## src/rtl/seg_display_scanner_pkg.sv

```systemverilog
// seg_pkg: hex font, anode patterns and word-select encodings for the display scanner
package seg_pkg;
  localparam logic [6:0] FONT [16] = '{
    7'h40, 7'h79, 7'h24, 7'h30, 7'h19, 7'h12, 7'h02, 7'h78,
    7'h00, 7'h10, 7'h08, 7'h03, 7'h46, 7'h21, 7'h06, 7'h0E
  };
  localparam logic [3:0] AN_OFF = 4'b1111;
  localparam logic [3:0] AN_PAT [4] = '{4'b1110, 4'b1101, 4'b1011, 4'b0111};
  localparam logic [1:0] SW_PC  = 2'b00;
  localparam logic [1:0] SW_RS  = 2'b01;
  localparam logic [1:0] SW_RT  = 2'b10;
  localparam logic [1:0] SW_ALU = 2'b11;
endpackage

```

## src/rtl/seg_display_scanner_btn_debounce.sv

```systemverilog
// btn_debounce: synchronizes and debounces the step button, drives the CPU step clock
module btn_debounce #(
  parameter int DEBOUNCE_CYCLES = 1000000
) (
  input  logic clk,
  input  logic rst,
  input  logic i_btn,
  output logic o_stable,
  output logic o_step_pulse,
  output logic o_cpu_clk
);
  localparam int CW = $clog2(DEBOUNCE_CYCLES);
  localparam logic [CW-1:0] LAST = CW'(DEBOUNCE_CYCLES - 1);
  logic [1:0] r_sync;
  logic [CW-1:0] r_cnt;
  logic r_stable, r_step, r_cpu_clk;
  logic w_diff, w_done;
  always_comb begin
    w_diff = r_sync[1] != r_stable;
    w_done = r_cnt == LAST;
  end
  // r_cpu_clk holds ~stable of the previous cycle, so it doubles as the edge detector
  always_ff @(posedge clk or posedge rst)
    if (rst) begin
      r_sync    <= 2'b00;
      r_cnt     <= '0;
      r_stable  <= 1'b0;
      r_step    <= 1'b0;
      r_cpu_clk <= 1'b1;
    end else begin
      r_sync    <= {r_sync[0], i_btn};
      r_cnt     <= (!w_diff || w_done) ? '0 : r_cnt + CW'(1);
      if (w_diff && w_done) r_stable <= r_sync[1];
      r_step    <= r_stable & r_cpu_clk;
      r_cpu_clk <= ~r_stable;
    end
  assign o_stable     = r_stable;
  assign o_step_pulse = r_step;
  assign o_cpu_clk    = r_cpu_clk;
endmodule

```

## src/rtl/seg_display_scanner.sv

```systemverilog
// seg_display_scanner: 4-digit hex scan of a selected CPU debug word plus step-button front end.
// Define SEG_FRAME_LATCH_EN to snapshot the word once per frame instead of reading it live.
module seg_display_scanner
  import seg_pkg::*;
#(
  parameter int SCAN_DIV        = 100000,
  parameter int DEBOUNCE_CYCLES = 1000000
) (
  input  logic        CLK,
  input  logic        Reset,
  input  logic [15:0] sign1,
  input  logic [15:0] sign2,
  input  logic [15:0] sign3,
  input  logic [15:0] sign4,
  input  logic [1:0]  SW,
  input  logic        BTN,
  output logic        CPU_CLK,
  output logic        step_pulse,
  output logic [3:0]  AN,
  output logic [7:0]  SEG
);
  localparam int SW_W = $clog2(SCAN_DIV);
  localparam logic [SW_W-1:0] LAST = SW_W'(SCAN_DIV - 1);
  logic [SW_W-1:0] r_cnt;
  logic [1:0] r_idx;
  logic [3:0] r_an;
  logic [7:0] r_seg;
  logic [15:0] w_sel, w_word;
  logic [3:0] w_nib;
  logic w_stable;
  btn_debounce #(.DEBOUNCE_CYCLES(DEBOUNCE_CYCLES)) u_db (
    .clk(CLK), .rst(Reset), .i_btn(BTN),
    .o_stable(w_stable), .o_step_pulse(step_pulse), .o_cpu_clk(CPU_CLK)
  );
`ifdef SEG_FRAME_LATCH_EN
  logic [15:0] r_frame;
  logic r_first;
  always_ff @(posedge CLK or posedge Reset)
    if (Reset) begin
      r_frame <= '0;
      r_first <= 1'b1;
    end else begin
      if (r_first || (r_cnt == LAST && r_idx == 2'd3)) r_frame <= w_sel;
      r_first <= 1'b0;
    end
  // bypass on the first cycle so digit 0 of the first frame is not stale
  assign w_word = r_first ? w_sel : r_frame;
`else
  assign w_word = w_sel;
`endif
  always_comb begin
    w_sel = SW == SW_PC ? sign1 : SW == SW_RS ? sign2 : SW == SW_RT ? sign3 : sign4;
    w_nib = w_word[{r_idx, 2'b00} +: 4];
  end
  always_ff @(posedge CLK or posedge Reset)
    if (Reset) begin
      r_cnt <= '0;
      r_idx <= 2'd0;
      r_an  <= AN_OFF;
      r_seg <= 8'hFF;
    end else begin
      r_cnt <= r_cnt == LAST ? '0 : r_cnt + SW_W'(1);
      if (r_cnt == LAST) r_idx <= r_idx + 2'd1;
      r_an  <= AN_PAT[r_idx];
      r_seg <= {~(r_idx == 2'd2 && w_stable), FONT[w_nib]};
    end
  assign AN  = r_an;
  assign SEG = r_seg;
endmodule

```

## config.mk

```make
export PLATFORM = sky130hd
export DESIGN_NAME = seg_display_scanner
export DESIGN_NICKNAME = d
export VERILOG_FILES = /design/src/rtl/seg_display_scanner_pkg.sv /design/src/rtl/seg_display_scanner_btn_debounce.sv /design/src/rtl/seg_display_scanner.sv
export SDC_FILE = /design/constraint.sdc
export NUM_CORES = 1
export LEC_CHECK = 0
export BUFFER_PORTS_ARGS = -buffer_cell sky130_fd_sc_hd__buf_4
export CAP_MARGIN = 20
export CORE_MARGIN = 10
export CORE_UTILIZATION = 49
export CTS_CLUSTER_SIZE = 14
export DETAILED_ROUTE_END_ITERATION = 12
export PLACE_DENSITY = 0.77
export SYNTH_ARGS = -nofsm -noshare
export SYNTH_HDL_FRONTEND = slang
export SYNTH_SLANG_ARGS = --single-unit
```

## constraint.sdc

```tcl
create_clock -name CLK -period 2.7 [get_ports CLK]
set_input_delay 0 -clock CLK [delete_from_list [all_inputs] [get_ports CLK]]
set_output_delay 0 -clock CLK [all_outputs]
set_load 0.01 [all_outputs]
```

==> impl_metrics.toml, run 1 <==
[finish]
drive_gt1_share_pct = 32.97
syn_to_final_growth_pct = 24.57
multi_input_area_mm2 = 0.001623
nets = 447
ff_latch_area_mm2 = 0.001418
fill_cells = 510
design_area_mm2 = 0.003959
antenna_cells = 0

[critical_path]
crit_required_ps = 2930
cp-end-kind = "flop"
crit_fanout = 6
path_class = "reg -> reg"
arrival_ps = 2660
startpoint_type = "flop"

[sta]
hold_viol = 0
min_period_ps = 2432
finalSetupTns_ps = 0
slew_headroom_pct = 60.77
skew_ps = 15.62
finalSetupViolations = 0
rsz0062_at_grt = "no"
max_freq_mhz = 411.2
finalWorstSetupSlack_ps = 268.0
period_share_pct = 90.08
tightestPinTransition_ps = 588.5
slew_viol_final = 0

[grt]
grt_pass1_wl_um = 11900
grt_pass1_vias = 2542
antenna_found_initial = 0
overflow = 0
track_usage_pct = 14.46
grt_max_degree = 52

[clock_network]
cts_setup_buffers = 0
cts_tree = "built"
clock_sinks = 56
cts_made_buffers = 5
cts.htree.levels = 2
clkLatencyLatePin_ps = 320
root_buffer = "clkbuf_8"
cts-resized-gates = 0
postCtsHoldBufs = 2
clk_pin_slew_ps = 110
clk_path_buf_depth = 2

[place]
pre_cts_slack_ps = 277.6
gp_congestion = 0.7982
hpwlAfterDp_um = 5664
place_area_mm2 = 0.003827
io_buffers = 82

[floorplan]
dieWidth_um = 100.5
ioPinCount = 83
die_h_um = 100.5
die-area_mm2 = 0.01011
core_mm2 = 0.006314
rows = 29
initial_core_util_pct = 50.34

[route]
drc_errors = 0
vias = 2333
drtIter0Drc = 89
dr.pass1.iters = 4
routed_wl_um = 6944
ant_nets = 0
wire_per_inst_um = 15.64
vias_per_cell = 5.255

[power_and_ir_drop]
p_sw_uw = 408.9
p_int_mw = 1.230
cellLeakagePower_nw = 1.822
ir_drop_uv = 261.7
powerDensity_mw_per_mm2 = 413.9
power_frac_seq_pct = 54.0
switching_share_pct = 24.96
pwr-share-clk_pct = 28.5
pwr-share-comb_pct = 17.5

[synth]
ys_seq_area_share_pct = 44.61
synth_area_mm2 = 0.003178
synth_top_family_by_area = "simple AND/OR/NAND/NOR gates"
yosys.area_share.simple_pct = 16.38
synthCells = 281
syn_avg_cell_area_um2 = 11.31
synth_xor_xnor_area_share_pct = 9.921
synth_fp_nets = 362
synth_warnings = 0
ys_seq_elements = 56
synth-compound-area-share_pct = 4.803
synth_fa_ha_area_share_pct = 4.724
ys_types = 41
synthMuxAreaShare_pct = 15.24

[worst_hold_path]
hold_path_class = "in -> async"

[run_status]
status = "finished clean"

[run]
timing.max_cap.violations = 0
## layout make-up
cell class                      instances  share of cell area [%]
Tap cell                               77                   2.434
Inverter                               16                   1.517
Clock inverter                          3                  0.5689
Multi-Input combinational cell        200                   40.99
Timing Repair Buffer                   87                   16.94
Clock buffer                            5                   1.738
Sequential cell                        56                   35.81
## worst max-delay path, cell delays in order (launching register included)
cell,delay (ps)
dfrtp_1,400
or2_2,300
o221ai_1,220
o21ai_0,160
a21oi_2,300
inv_1,170
ha_1,300
inv_1,40
mux4_2,450
## metal layers
metal	up-vias	wire (um)	share of wire, %	global-route usage, %
met5	-	0	0	0
met4	0	100	1.4	4.891
met3	7	703	10	6.447
met2	90	3263	47	24.28
met1	1072	2876	41	15.91
li1	1164	-	-	-
## logic make-up after synthesis
family          count (synthesis)
simple gates                  107
flops                          56
xor+xnor                       36
buf+inv                        25
mux                            25
compound gates                 20
fa+ha+maj                      12
## path summary, 6_finish.rpt
path                                 from        endpoint  slack (ps)  cells past startpoint
max                              r_idx[0]          SEG[3]         270                      8
min                                 Reset   u_db.r_cnt[2]         130                      3
max reg2reg                      r_idx[0]          SEG[3]         270                      8
min reg2reg                u_db.r_sync[0]  u_db.r_sync[1]         380                      0
max in group asynchronous           Reset          SEG[3]        1870                      5
min in group CLK                      BTN  u_db.r_sync[0]         360                      2
## sequential cells by signal (all words and copies together) (netlist names), 2 cells and up
| signal | cells |
|---|---|
| u_db.r_cnt | 20 |
| u_db.r_sync | 2 |
| r_cnt | 17 |
| AN | 4 |
| SEG | 8 |
| r_idx | 2 |
## through the flow
stage | std cells | power, mW | utilization, % | hold WS (ps)
global route | 444 | 1.722 | 62.70 | 132.3
global placement | 433 | 1.179 | 60.62 | 111.2
CTS | 443 | 1.658 | 62.39 | 346.5
floorplan | 281 | 1.064 | - | 31.43
detailed placement | 433 | 1.189 | 60.62 | 111.5
finish | 444 | 1.638 | 62.70 | 125.4
## placed cells by master, fill, tap and decap left out, drive strengths merged, types with 5 or more instances in the layout
cell type and count:
nor2 38, o21ai 7, inv 17, ha 12, xnor2 19, nor3 5
nand4 11, buf 85, mux4 15, dfrtp 43, clkbuf 5, dfstp 13
xor2 17, nand2 16, mux2i 9, nand3 16
## synthesized netlist by cell type, drive strengths merged
cell type / number / area share [%]
o21ai: 7 / 1.1
clkbuf: 3 / 0.35
inv: 16 / 1.9
dfrtp: 43 / 34
o221ai: 3 / 1.0
mux4: 15 / 12
o2bb2ai: 1 / 0.28
and4: 2 / 0.55
nand4: 11 / 2.2
o32ai: 1 / 0.28
nor4: 2 / 0.39
a211oi: 1 / 0.39
nand2: 16 / 1.9
a21oi: 3 / 0.83
and2: 1 / 0.20
nor2: 38 / 4.5
or2: 3 / 0.59
nor3b: 2 / 0.47
xor2: 17 / 4.7
ha: 12 / 4.7
dfstp: 13 / 11
nor4b: 1 / 0.28
a32o: 1 / 0.31
nand2b: 3 / 0.67
nor2b: 3 / 0.59
and3: 4 / 0.79
nand3: 16 / 2.5
nor3: 5 / 0.79
buf: 6 / 2.1
mux2: 1 / 0.35
mux2i: 9 / 2.8
o22ai: 3 / 0.59
xnor2: 19 / 5.2
## power by group through the flow
stage	clock network (mW)	logic, mW	registers, mW
final	0.467	0.286	0.885
after global routing	0.517	0.316	0.888
after CTS	0.482	0.290	0.886
after detailed placement	0	0.287	0.902
after global placement	0	0.278	0.901
after floorplan	0	0.153	0.911
No activity file was read; power rests on OpenSTA's default activity.
==> run 2, diff against run 1 <==
--- a/config.mk
+++ b/config.mk
@@ -11,6 +11,7 @@
 export CORE_UTILIZATION = 49
 export CTS_CLUSTER_SIZE = 14
 export DETAILED_ROUTE_END_ITERATION = 12
+export MAX_ROUTING_LAYER = met4
 export PLACE_DENSITY = 0.77
 export SYNTH_ARGS = -nofsm -noshare
 export SYNTH_HDL_FRONTEND = slang
==> impl_metrics.toml, run 2 (synthesis gave the netlist of run 1 again) <==
[clock_network]
cts.htree.levels = 2
cts_tree = "built"
clk_pin_slew_ps = 110
clk_path_buf_depth = 2
cts_made_buffers = 5
root_buffer = "clkbuf_8"
clkLatencyLatePin_ps = 310
cts_setup_buffers = 0
clock_sinks = 56

[power_and_ir_drop]
cellLeakagePower_nw = 1.822
ir_drop_uv = 261.8
powerDensity_mw_per_mm2 = 412.9

[finish]
antenna_cells = 0
final_util_pct = 62.70
final_common_cell = "buf_4"
drive_gt1_share_pct = 32.97
syn_to_final_growth_pct = 24.57
design_area_mm2 = 0.003959
nets = 447
largest_register_ffs = 20
final_cell_mix = "buf_4 (84), dfrtp_1 (43), nor2_1 (38)"
top_register = "u_db.r_cnt"
layoutNonFillerInstCount = 444

[grt]
track_usage_pct = 14.89
grt_pass1_wl_um = 11870
overflow = 0
top_usage_layer = "met2"
met2_usage_pct = 24.23
grt_pass1_vias = 2547
met1_usage_pct = 17.30
antenna_found_initial = 0
grt_max_degree = 52
grt.met3_usage_pct = 4.321

[route]
vias_per_cell = 5.286
drtIter0Drc = 108
dr.pass1.iters = 5
wire_per_inst_um = 15.61
drc_errors = 0
ant_nets = 0
vias = 2347
routed_wl_um = 6931

[critical_path]
crit_fanout = 6
cp-end-kind = "flop"
arrival_ps = 2660
path_class = "reg -> reg"
startpoint_type = "flop"
crit_required_ps = 2930

[floorplan]
core_mm2 = 0.006314
dieWidth_um = 100.5
ioPinCount = 83
die_h_um = 100.5
initial_core_util_pct = 50.34
die-area_mm2 = 0.01011
rows = 29

[sta]
slew_viol_final = 0
finalSetupTns_ps = 0
period_share_pct = 89.88
min_period_ps = 2427
slew_headroom_pct = 60.77
tightestPinTransition_ps = 588.5
finalSetupViolations = 0
hold_viol = 0
rsz0062_at_grt = "no"
max_freq_mhz = 412.1
skew_ps = 13.70

[place]
place_area_mm2 = 0.003827
io_buffers = 82
dp_cells = 433
hpwlAfterDp_um = 5664
gp_congestion = 0.8096

[run]
timing.max_cap.violations = 0

[run_status]
status = "finished clean"

[worst_hold_path]
hold_path_class = "in -> async"
run 2: critical path, cell delays in order (launching register included):
cell	delay, ps
dfrtp_1	400
or2_2	300
o221ai_1	220
o21ai_0	160
a21oi_2	300
inv_1	170
ha_1	300
inv_1	40
mux4_2	450
run 2: routing by layer:
layer  wire length (um)  vias up
met1               3071     1086
met2               3324       89
met5                  0        -
li1                   -     1165
met3                459        7
met4                 76        0
run 2: power breakdown:
group / internal [mW] / total (mW) / switching, mW
Clock: 0.187 / 0.463 / 0.277
Combinational: 0.167 / 0.286 / 0.119
Sequential: 0.876 / 0.885 / 0.00914
run 2: final cells by class:
class | instances | area (um^2)
Tap cell | 77 | 96.34
Timing Repair Buffer | 87 | 670.6
Clock buffer | 5 | 68.82
Inverter | 16 | 60.06
Fill cell | 510 | 2355
Sequential cell | 56 | 1418
Clock inverter | 3 | 22.52
Multi-Input combinational cell | 200 | 1623
run 2: repair_timing:
item / CTS / global route
gates resized for setup: 0 / 0
hold buffers: 2 / 0
hold endpoints to repair: 44 / 0
run 2: worst paths after layout:
kind | from | to | slack, ps | depth (start not counted)
setup / recovery | r_idx[0] | SEG[3] | 270 | 8
hold / removal | Reset | u_db.r_cnt[2] | 130 | 3
setup reg to reg | r_idx[0] | SEG[3] | 270 | 8
hold reg to reg | u_db.r_sync[0] | u_db.r_sync[1] | 370 | 0
max in group asynchronous | Reset | SEG[3] | 1870 | 5
min in group CLK | BTN | u_db.r_sync[0] | 370 | 2
run 2: through the flow:
stage / setup WS, ps / power [mW] / hold WS (ps)
CTS: 251.2 / 1.658 / 346.5
finish: 273.3 / 1.635 / 128.7
detailed placement: 277.6 / 1.189 / 111.5
floorplan: 418.3 / 1.064 / 31.43
global route: 114.3 / 1.722 / 132.3
global placement: 438.5 / 1.179 / 111.2
==> run 3, diff against run 2 <==
--- a/config.mk
+++ b/config.mk
@@ -8,11 +8,11 @@
 export BUFFER_PORTS_ARGS = -buffer_cell sky130_fd_sc_hd__buf_4
 export CAP_MARGIN = 20
 export CORE_MARGIN = 10
-export CORE_UTILIZATION = 49
+export CORE_UTILIZATION = 53
 export CTS_CLUSTER_SIZE = 14
 export DETAILED_ROUTE_END_ITERATION = 12
 export MAX_ROUTING_LAYER = met4
-export PLACE_DENSITY = 0.77
+export PLACE_DENSITY = 0.82
 export SYNTH_ARGS = -nofsm -noshare
 export SYNTH_HDL_FRONTEND = slang
 export SYNTH_SLANG_ARGS = --single-unit
==> impl_metrics.toml, run 3 (synthesis gave the netlist of run 1 again) <==
[finish]
final_cell_mix = "buf_4 (85), dfrtp_1 (43), nor2_1 (38)"
largest_register_ffs = 20
nets = 447
top_register = "u_db.r_cnt"
antenna_cells = 0
layoutNonFillerInstCount = 442
syn_to_final_growth_pct = 24.09
drive_gt1_share_pct = 32.97
final_common_cell = "buf_4"

[place]
dp_cells = 432
gp_congestion = 0.8140
io_buffers = 82
hpwlAfterDp_um = 5755

[sta]
skew_ps = 9.451
tightestPinTransition_ps = 595.8
period_share_pct = 89.86
max_freq_mhz = 412.2
finalSetupTns_ps = 0
hold_viol = 0
min_period_ps = 2426
slew_headroom_pct = 60.22
finalSetupViolations = 0
rsz0062_at_grt = "no"
holdWs_ps = 298.8
slew_viol_final = 0

[floorplan]
die_h_um = 97.44
dieWidth_um = 97.44
initial_core_util_pct = 54.00
rows = 28
die-area_mm2 = 0.009494
core_mm2 = 0.005886
ioPinCount = 83

[run_status]
status = "finished clean"

[grt]
grt_pass1_vias = 2617
grt_max_degree = 30
antenna_found_initial = 0
track_usage_pct = 15.57
overflow = 0
grt_pass1_wl_um = 11930

[power_and_ir_drop]
p_total_mw = 1.643
ir_drop_uv = 273.2
powerDensity_mw_per_mm2 = 416.5
cellLeakagePower_nw = 1.817

[clock_network]
clkLatencyLatePin_ps = 320
cts_made_buffers = 5
cts.htree.levels = 2
cts_tree = "built"
cts_setup_buffers = 0
clock_sinks = 56
clk_path_buf_depth = 2
cts-resized-gates = 0
clk_pin_slew_ps = 110
root_buffer = "clkbuf_8"

[critical_path]
critPathLaunch = "r_idx[0]"
cp-end-kind = "flop"
r2r_start = "r_idx[0]"
crit_required_ps = 2930
crit_fanout = 7
startpoint_type = "flop"
path_class = "reg -> reg"
arrival_ps = 2660

[worst_hold_path]
hold_path_class = "in -> async"

[route]
drc_errors = 0
vias_per_cell = 5.425
routed_wl_um = 7144
ant_nets = 0
drtIter0Drc = 105
vias = 2398
wire_per_inst_um = 16.16
dr.pass1.iters = 4

[run]
timing.max_cap.violations = 0
[run 3: cell count changes in the layout (fill, tap and decap cells not counted)]
| cell | previous run | this run |
|---|---|---|
| buf_4 | 84 | 85 |
| buf_12 | 1 | 0 |
[run 3: final timing paths]
kind                                        to  cells past startpoint  slack (ps)
worst min-delay path             u_db.r_cnt[7]                      3         300
worst max register to register          SEG[3]                      9         270
max in group asynchronous                AN[2]                      4        1570
worst max-delay path                    SEG[3]                      9         270
worst min register to register  u_db.r_sync[1]                      0         410
min in group CLK                u_db.r_sync[0]                      2         340
[run 3: metrics by stage]
| step | worst slack [ps] | cell area (um^2) | util (%) |
|---|---|---|---|
| after CTS | 266.8 | 3944 | 67.01 |
| final | 273.9 | 3944 | 67.01 |
| after global placement | 381.3 | 3832 | 65.11 |
| after floorplan | 418.3 | 3178 | - |
| after global routing | 98.58 | 3944 | 67.01 |
| after detailed placement | 279.0 | 3832 | 65.11 |
[run 3: power by group]
group          internal, mW  leakage [nW]  switching [mW]  total (mW)
registers             0.876         0.715         0.00945       0.886
clock network         0.187        0.0485           0.284       0.470
logic                 0.166          1.05           0.121       0.287
total                  1.23          1.82           0.414        1.64
[run 3: metal layers]
layer | routed length (um) | track usage [%] | vias to the layer above
met4 | 128 | 5.593 | 0
met5 | 0 | - | -
li1 | - | - | 1158
met2 | 3547 | 26.67 | 94
met3 | 406 | 3.841 | 11
met1 | 3061 | 17.16 | 1135
[run 3: critical path: stages, from the launching register on]
cell      delay (ps)
dfrtp_1          420
buf_4            170
nand2b_1         140
o221ai_1         230
o21ai_0          150
a21oi_2          300
inv_1            150
ha_1             290
inv_1             50
mux4_2           450
[run 3: area by class of cell]
| type | instances | area [um^2] |
|---|---|---|
| clock buffers | 5 | 68.82 |
| inverters | 16 | 60.06 |
| flip-flops and latches | 56 | 1418 |
| clock inverters | 3 | 22.52 |
| repair buffers | 87 | 658.1 |
| fillers | 463 | 1942 |
| well taps | 75 | 93.84 |
| multi-input cells | 200 | 1623 |
[run 3: what timing repair did]
| action | 4_1_cts | 5_1_grt |
|---|---|---|
| setup endpoints to repair | 0 | 0 |
| hold buffers | 2 | 0 |
| hold endpoints to repair | 22 | 0 |
